File: src/rtl/muldiv_unit_if.sv
// muldiv_unit_if: request/handshake/result bundle between the control unit and muldiv_unit.
interface muldiv_unit_if #(parameter int WIDTH = 32);
  logic             start;
  logic [1:0]       op;
  logic [WIDTH-1:0] a;
  logic [WIDTH-1:0] b;
  logic             busy;
  logic             done;
  logic [WIDTH-1:0] hi;
  logic [WIDTH-1:0] lo;
  logic             div_zero;
  modport master(output start, op, a, b, input busy, done, hi, lo, div_zero);
  modport slave(input start, op, a, b, output busy, done, hi, lo, div_zero);
endinterface

File: src/rtl/muldiv_unit.sv
// muldiv_unit: shared iterative signed/unsigned multiply and restoring divide engine.
// Define MULDIV_EARLY_OUT_EN to let multiplies finish once the remaining multiplier is zero.
module muldiv_unit #(
  parameter int WIDTH = 32
) (
  input  logic         clk,
  input  logic         reset,
  muldiv_unit_if.slave bus
);
  localparam int CW = $clog2(WIDTH);
  localparam logic [CW-1:0] LAST = CW'(WIDTH - 1);
  typedef enum logic [1:0] {IDLE, MUL, DIV, FIX} state_t;
  state_t             state;
  logic [2*WIDTH-1:0] acc;
  logic [2*WIDTH-1:0] mc;
  logic [2*WIDTH-1:0] prod;
  logic [WIDTH-1:0]   mp;
  logic [WIDTH-1:0]   a_mag;
  logic [WIDTH-1:0]   b_mag;
  logic [WIDTH-1:0]   rem;
  logic [WIDTH-1:0]   quo;
  logic [WIDTH:0]     div_t;
  logic [WIDTH:0]     div_d;
  logic [CW-1:0]      cnt;
  logic               is_div;
  logic               neg;
  logic               neg_rem;
  logic               a_neg;
  logic               b_neg;
  logic               mul_last;
  // Divide reuses the multiply registers: acc low half is the partial remainder,
  // mp shifts the dividend out and the quotient in, mc low half holds the divisor.
  always_comb begin
    a_neg = ~bus.op[1] & bus.a[WIDTH-1];
    b_neg = ~bus.op[1] & bus.b[WIDTH-1];
    a_mag = a_neg ? -bus.a : bus.a;
    b_mag = b_neg ? -bus.b : bus.b;
    div_t = {acc[WIDTH-1:0], mp[WIDTH-1]};
    div_d = div_t - {1'b0, mc[WIDTH-1:0]};
    prod = neg ? -acc : acc;
    quo = neg ? -mp : mp;
    rem = neg_rem ? -acc[WIDTH-1:0] : acc[WIDTH-1:0];
`ifdef MULDIV_EARLY_OUT_EN
    mul_last = mp[WIDTH-1:1] == '0;
`else
    mul_last = cnt == LAST;
`endif
  end
  always_ff @(posedge clk or posedge reset) begin
    if (reset) begin
      state        <= IDLE;
      bus.busy     <= 1'b0;
      bus.done     <= 1'b0;
      bus.div_zero <= 1'b0;
      bus.hi       <= '0;
      bus.lo       <= '0;
      acc          <= '0;
      mc           <= '0;
      mp           <= '0;
      cnt          <= '0;
      is_div       <= 1'b0;
      neg          <= 1'b0;
      neg_rem      <= 1'b0;
    end else begin
      bus.done <= 1'b0;
      case (state)
        IDLE: if (bus.start) begin
          state        <= bus.op[0] ? DIV : MUL;
          bus.busy     <= 1'b1;
          bus.div_zero <= 1'b0;
          is_div       <= bus.op[0];
          neg          <= a_neg ^ b_neg;
          neg_rem      <= a_neg;
          acc          <= '0;
          mc           <= {{WIDTH{1'b0}}, bus.op[0] ? b_mag : a_mag};
          mp           <= bus.op[0] ? a_mag : b_mag;
          cnt          <= '0;
        end
        MUL: begin
          acc <= acc + (mp[0] ? mc : '0);
          mc  <= mc << 1;
          mp  <= mp >> 1;
          cnt <= cnt + 1'b1;
          if (mul_last) state <= FIX;
        end
        DIV: if (mc[WIDTH-1:0] == '0) begin
          state        <= IDLE;
          bus.busy     <= 1'b0;
          bus.done     <= 1'b1;
          bus.div_zero <= 1'b1;
        end else begin
          acc[WIDTH-1:0] <= div_d[WIDTH] ? div_t[WIDTH-1:0] : div_d[WIDTH-1:0];
          mp             <= {mp[WIDTH-2:0], ~div_d[WIDTH]};
          cnt            <= cnt + 1'b1;
          if (cnt == LAST) state <= FIX;
        end
        FIX: begin
          bus.hi   <= is_div ? rem : prod[2*WIDTH-1:WIDTH];
          bus.lo   <= is_div ? quo : prod[WIDTH-1:0];
          bus.done <= 1'b1;
          bus.busy <= 1'b0;
          state    <= IDLE;
        end
        default: state <= IDLE;
      endcase
    end
  end
endmodule

File: src/flat_wrapper.sv
// flat-port wrapper written by rule: the top's interface ports become plain ports
module muldiv_unit_flat 
#(
  parameter int WIDTH = 32
)
  (clk, reset, bus_start, bus_op, bus_a, bus_b, bus_busy, bus_done, bus_hi, bus_lo, bus_div_zero);
  muldiv_unit_if #(.WIDTH(WIDTH)) bus_i ();
  input  logic clk;
  input  logic reset;
  input wire logic [$bits(bus_i.start)-1:0] bus_start;
  input wire logic [$bits(bus_i.op)-1:0] bus_op;
  input wire logic [$bits(bus_i.a)-1:0] bus_a;
  input wire logic [$bits(bus_i.b)-1:0] bus_b;
  output wire logic [$bits(bus_i.busy)-1:0] bus_busy;
  output wire logic [$bits(bus_i.done)-1:0] bus_done;
  output wire logic [$bits(bus_i.hi)-1:0] bus_hi;
  output wire logic [$bits(bus_i.lo)-1:0] bus_lo;
  output wire logic [$bits(bus_i.div_zero)-1:0] bus_div_zero;
  assign bus_i.start = bus_start;
  assign bus_i.op = bus_op;
  assign bus_i.a = bus_a;
  assign bus_i.b = bus_b;
  assign bus_busy = bus_i.busy;
  assign bus_done = bus_i.done;
  assign bus_hi = bus_i.hi;
  assign bus_lo = bus_i.lo;
  assign bus_div_zero = bus_i.div_zero;
  muldiv_unit #(.WIDTH(WIDTH)) u_core (.clk(clk), .reset(reset), .bus(bus_i));
endmodule
File: config.mk
export PLATFORM = sky130hd
export DESIGN_NAME = muldiv_unit_flat
export DESIGN_NICKNAME = d
export VERILOG_FILES = /design/src/rtl/muldiv_unit_if.sv /design/src/rtl/muldiv_unit.sv /design/src/flat_wrapper.sv
export SDC_FILE = /design/constraint.sdc
export NUM_CORES = 1
export LEC_CHECK = 0
export ABC_CLOCK_PERIOD_IN_PS = 8350
export CAP_MARGIN = 20
export CORE_MARGIN = 2
export CORE_UTILIZATION = 45
export DETAILED_ROUTE_END_ITERATION = 10
export GPL_ROUTABILITY_DRIVEN = 0
export PLACE_DENSITY_LB_ADDON = 0.08
export SLEW_MARGIN = 5
export SYNTH_ARGS = -nofsm -noshare
export SYNTH_HDL_FRONTEND = slang
export SYNTH_SLANG_ARGS = --single-unit
File: constraint.sdc
create_clock -name clk -period 8.35 [get_ports clk]
set_input_delay 1.67 -clock clk [delete_from_list [all_inputs] [get_ports clk]]
set_output_delay 1.67 -clock clk [all_outputs]
set_load 0.03 [all_outputs]
**After elaboration in Yosys (flattened, before gate mapping)**

Cells that the tools add are included.

- Output and inout port bits: 67
- Register bits: 237
- Bits of input ports: 69

- Equal/unequal tests: 7
- Reductions and logical operators: 11
- Multiplexer cells: 36
- $add $sub $neg: 8
- Bitwise gates (word level): 5

Operators with widths:

| operator | number |
|---|---|
| 32-bit 2-to-1 mux | 12 |
| 64-bit 2-to-1 mux | 4 |
| 32-bit one-hot mux with 3 select lines | 2 |
| 32-bit negator | 4 |
| 64-bit one-hot mux with 2 select lines | 1 |
| 64-bit adder | 1 |
| 64-bit negator | 1 |
| 32-bit one-hot mux with 2 select lines | 1 |
| 33-bit by 32-bit subtractor with 33-bit output | 1 |
| 32-bit zero test | 1 |
| 5-bit one-hot mux with 3 select lines | 1 |
| 5-bit 2-to-1 mux | 2 |
| 3-bit AND reduction | 3 |
| 2-bit 2-to-1 mux | 4 |
| 2-bit one-hot mux with 4 select lines | 1 |
| 3-bit nonzero test | 2 |
| 5-bit by 1-bit adder with 5-bit output, second input constant | 1 |
| 5-bit equality test, second input constant | 1 |
| 1-bit 2-to-1 mux | 5 |
| 2-bit equality test, second input constant | 2 |
| 2-bit != test, second input constant | 2 |
| 1-bit one-hot mux with 2 select lines | 2 |
| 2-bit AND reduction | 2 |
| 2-bit nonzero test | 2 |
| other kinds (7) | 9 |

**Depth between registers and ports, before layout**

- Word-level depth: 6
- Mapped depth: 16
- Mapped depth without buffers: 14

**Worst setup path before layout**

OpenSTA, ideal clock, no wires.

- Kind: input to register
- Start point: input bus_b[8]
- End point: register u_core.mc[28]
- Buffers on the path: 0
- Arrival: 4025 ps
- Path slack: 4187 ps
- Cell stages on the path: 10
- Setup time: 138 ps
- Cells stage by stage: or4_1 -> or3_1 -> nor4_1 -> nand3_1 -> o31ai_1 -> xnor2_1 -> nand2_1 -> nor2_1 -> a2111oi_0 -> a21oi_1

- Cells in the longest elaborated chain, start to end: 5

RTL lines:

| element | line | RTL |
|---|---|---|
| start: declaration | flat_wrapper.sv:13 | `input wire logic [$bits(bus_i.b)-1:0] bus_b;` |
| 32-bit negator | muldiv_unit.sv:37 | `b_mag = b_neg ? -bus.b : bus.b;` |
| 32-bit 2-to-1 mux | muldiv_unit.sv:37 |  |
| 32-bit 2-to-1 mux | muldiv_unit.sv:75 | `mc <= {{WIDTH{1'b0}}, bus.op[0] ? b_mag : a_mag};` |
| 64-bit 2-to-1 mux | muldiv_unit.sv:67 | `IDLE: if (bus.start) begin` |
| 64-bit one-hot mux with 2 select lines | muldiv_unit.sv:66 | `case (state)` |
| end signal: assignment | muldiv_unit.sv:75 |  |
| end signal: assignment | muldiv_unit.sv:81 | `mc <= mc << 1;` |
| end: declaration | muldiv_unit.sv:15 | `logic [2*WIDTH-1:0] mc;` |

No other way between the ends. The select of a mux whose other input is x is not followed.
A chain may end at the register's enable or synchronous reset.

**Worst setup path in the final report**

- Start point: register u_core.mp[0]
- End point: register u_core.acc[63]

- Cells in the longest elaborated chain, start to end: 3

RTL lines:

| element | line | RTL |
|---|---|---|
| start: declaration | muldiv_unit.sv:17 | `logic [WIDTH-1:0] mp;` |
| start signal: assignment | muldiv_unit.sv:76 | `mp <= bus.op[0] ? a_mag : b_mag;` |
| start signal: assignment | muldiv_unit.sv:82 | `mp <= mp >> 1;` |
| start signal: assignment | muldiv_unit.sv:93 | `mp <= {mp[WIDTH-2:0], ~div_d[WIDTH]};` |
| 64-bit 2-to-1 mux | muldiv_unit.sv:80 | `acc <= acc + (mp[0] ? mc : '0);` |
| 64-bit adder | muldiv_unit.sv:80 |  |
| 32-bit one-hot mux with 2 select lines | muldiv_unit.sv:66 |  |
| end signal: assignment | muldiv_unit.sv:80 |  |
| end signal: indexed assignment | muldiv_unit.sv:92 | `acc[WIDTH-1:0] <= div_d[WIDTH] ? div_t[WIDTH-1:0] : div_d[WIDTH-1:0];` |
| end: declaration | muldiv_unit.sv:14 | `logic [2*WIDTH-1:0] acc;` |

No other way between the ends.

==> metrics <==
status finished, final reports clean; DR iter-0 viols 2149; initial antenna violation count 0; Synth-to-Final Area Change 12.8%; post-CTS setup buffer count 0; Hold Vio Cnt, Final 0; worst-path cell chain buf_4 > inv_1 > buf_4 > nor2_1 > ha_1 > a21oi_1 > o21ai_0 > a21oi_1 > nor2_1 > o41ai_1 > nand4_1 > a311oi_1 > o21ai_0 > a221oi_1 > o2bb2a_1; clk sink count 237; Reg2Reg Depth 15; RR Startpoint u_core.mp[0]; Syn Nets roughly 2900; final net count around 2900; Worst IR Drop VDD around 220 uV; CP startpoint kind flip-flop; CTS tree yes; Netlist cell types between 80 and 90; largest family of logic cells by synthesized area compound AO/OA/AOI/OAI gates; P per Cell Area roughly 400 nW/um2; routed length per placed instance 22.2 um; Post-DP Area about 22000 um2; main flop type after synthesis dfrtp_1; vias per cell 6.22; Ys Warns 0; die height 219 um; unrepaired setup endpoints after global routing false; mux cell area share after synthesis 0.0216; Slowest cell on crit path o41ai_1; HPWL after DPL about 55000 um; hold crit path type reg -> reg; ANT nets after route 0; CTS Hold Bufs 0; clock tree buffer depth 3; Top Ports 136; Worst EP required ~8.9 ns; Final Cell Area approximately 23000 um2; worst skew pair latency ~0.62 ns; synthesized instance count approximately 2700; xor and xnor area share after synthesis 0.108; worst setup path start u_core.mp[0]; hold slack between 0.4 and 0.5 ns; total grt overflow 0; Crit path largest cell delay 0.75 ns; Rows between 70 and 80; fin. max-slew vios 0; core box area between 40000 and 50000 um2; first-pass GRT wire length roughly 110000 um; WP data arrival about 5.6 ns; Max-Cap Viols 0; Worst slew margin 0.270; Combinational Power Share 0.622; iteration count of the initial detailed-routing pass 6; Port Buffer Count 135; post-CTS resize count 0; number of H-tree levels 1; CTS root buffer clkbuf_16; commonest cells after routing, fill and taps aside nand2_1 (333), o21ai_0 (256), dfrtp_1 (235); leak pwr around 10 nW; Final period util 0.606; Starting Density 0.457; EDFF count, synth 0; post-synthesis register bit count roughly 240; Crit Path Category reg -> reg; final wirelength about 73000 um; Seq pwr share 0.236; ys async rst share 1.00; Max FO, Critical Path 41; GRT Total Usage 0.305; DRC 0; largest net degree at the start of global routing about 150; Yosys top cell by area dfrtp_1; Max Freq slightly below 0.2 GHz; vias in the first global route 19000; syn avg cell area between 7 and 8 um2; ranking of synthesized cells by area dfrtp_1 (29%), ha_1 (6.3%), o21ai_0 (6.2%), nand2_1 (6.0%), xnor2_1 (5.8%); CTS buffer count 30; commonest non-fill, non-tap cell in the layout nand2_1; Clock transition at path regs roughly 0.06 ns; Psw between 0.004 and 0.005 W; final setup fails 0; Seq/Total Area, Yosys 0.285; share of layout cells above drive strength 1 0.0460; adder and majority gate portion of the synthesized area 0.0651; Die X ~220 um; clock period minus worst slack 5.06 ns; Least-Margin Pin Slew 1.09 ns; clk_skew about 0.052 ns; Hold Path Cell Cnt 2; share of the synthesized area in the top cell type 0.285; Vias between 20000 and 25000; simple logic cell fraction of the synthesized area 0.196; Compound-Gate Fraction of Synth Area 0.269; switching share of power 0.531; CP endpoint kind flip-flop; clock power share 0.142; die area approximately 48000 um2; Hold Path Origin u_core.cnt[4]; Post-Syn Area around 21000 um2; P_int between 0.004 and 0.005 W; Setup TNS 0 ns
[synth_stat cells (7+ instances only)]
cell and number:
a211oi_1 59, a21o_1 36, a21oi_1 192, a221oi_1 7, a22o_1 43, a22oi_1 43, a31oi_1 23, and2_1 51
and3_1 14, buf_1 24, buf_2 9, clkbuf_1 143, dfrtp_1 237, ha_1 105, inv_1 118, mux2_2 12
mux2i_1 29, nand2_1 334, nand2b_1 32, nand3_1 40, nand4_1 23, nor2_1 200, nor2b_1 20, nor3_1 45
nor4_1 31, o211ai_1 50, o21a_1 11, o21ai_0 256, o21bai_1 13, o221ai_1 8, o31a_1 8, o31ai_1 47
o41ai_1 15, or2_2 8, or3_1 28, or4_1 20, xnor2_1 138, xor2_1 119
[area by class of cell]
class | count | area (um2)
Antenna cell | 1 | 2.50
Clock buffer | 44 | 893
Clock inverter | 10 | 86.3
Fill cell | 4487 | 22000
Inverter | 118 | 450
Multi-Input combinational cell | 2144 | 13800
Sequential cell | 237 | 5940
Tap cell | 600 | 751
Timing Repair Buffer | 162 | 1560
[through the flow]
| step | instances | power, W | worst slack [ns] | util |
|---|---|---|---|---|
| after floorplan | 2679 | 0.00588 | 0.177 | - |
| after global placement | 3260 | 0.00764 | 3.33 | 0.494 |
| after detailed placement | 3260 | 0.00770 | 3.32 | 0.494 |
| after CTS | 3314 | 0.00902 | 3.45 | 0.515 |
| after global routing | 3315 | 0.00976 | 2.95 | 0.515 |
| final | 3316 | 0.00911 | 3.29 | 0.515 |
[power groups by stage]
stage / Clock (W) / Sequential [W] / Combinational (W)
after floorplan: 0 / 0.00210 / 0.00378
after global placement: 0 / 0.00214 / 0.00551
after detailed placement: 0 / 0.00214 / 0.00556
after CTS: 0.00131 / 0.00213 / 0.00558
after global routing: 0.00136 / 0.00220 / 0.00620
final: 0.00129 / 0.00215 / 0.00567
[layer usage]
metal / share of wire / vias up / track usage
met3: 0.079 / 120 / 0.0439
li1: - / 9636 / -
met2: 0.41 / 895 / 0.439
met1: 0.48 / 9959 / 0.468
met4: 0.031 / 0 / 0.0885
met5: 0 / - / 0
[cells by family after synthesis]
group           Yosys count
compound gates          871
simple gates            867
buf+inv                 298
xor+xnor                257
flops                   237
fa+ha+maj               107
mux                      42
[flip-flops by register name, summed over array words and instances, names as in the netlist]
register / cells
u_core.bus.div_zero: 1
u_core.neg_rem: 1
u_core.acc: 64
u_core.bus.lo: 32
u_core.cnt: 5
u_core.bus.done: 1
u_core.is_div: 1
u_core.mp: 32
u_core.mc: 64
u_core.neg: 1
u_core.bus.busy: 1
u_core.bus.hi: 32
u_core.state: 2
[critical path: cells and delay by family, from the launching register on]
family                   cells  cell delay [ns]
AND/OR/NAND/NOR              3             0.58
flip-flops                   1             0.32
buffers and inverters        3             1.06
AO/OA/AOI/OAI                8             2.78
adder cells (fa/ha/maj)      1             0.29
[final timing paths]
kind / to / slack (ns)
min in group asynchronous: u_core.bus.hi[8] / 1.53
max in group asynchronous: u_core.is_div / 5.42
worst min register to register: u_core.cnt[4] / 0.49
worst min-delay path: u_core.cnt[4] / 0.49
worst max-delay path: u_core.acc[63] / 3.29
worst max register to register: u_core.acc[63] / 3.29
(Power assumes the default switching activity.)
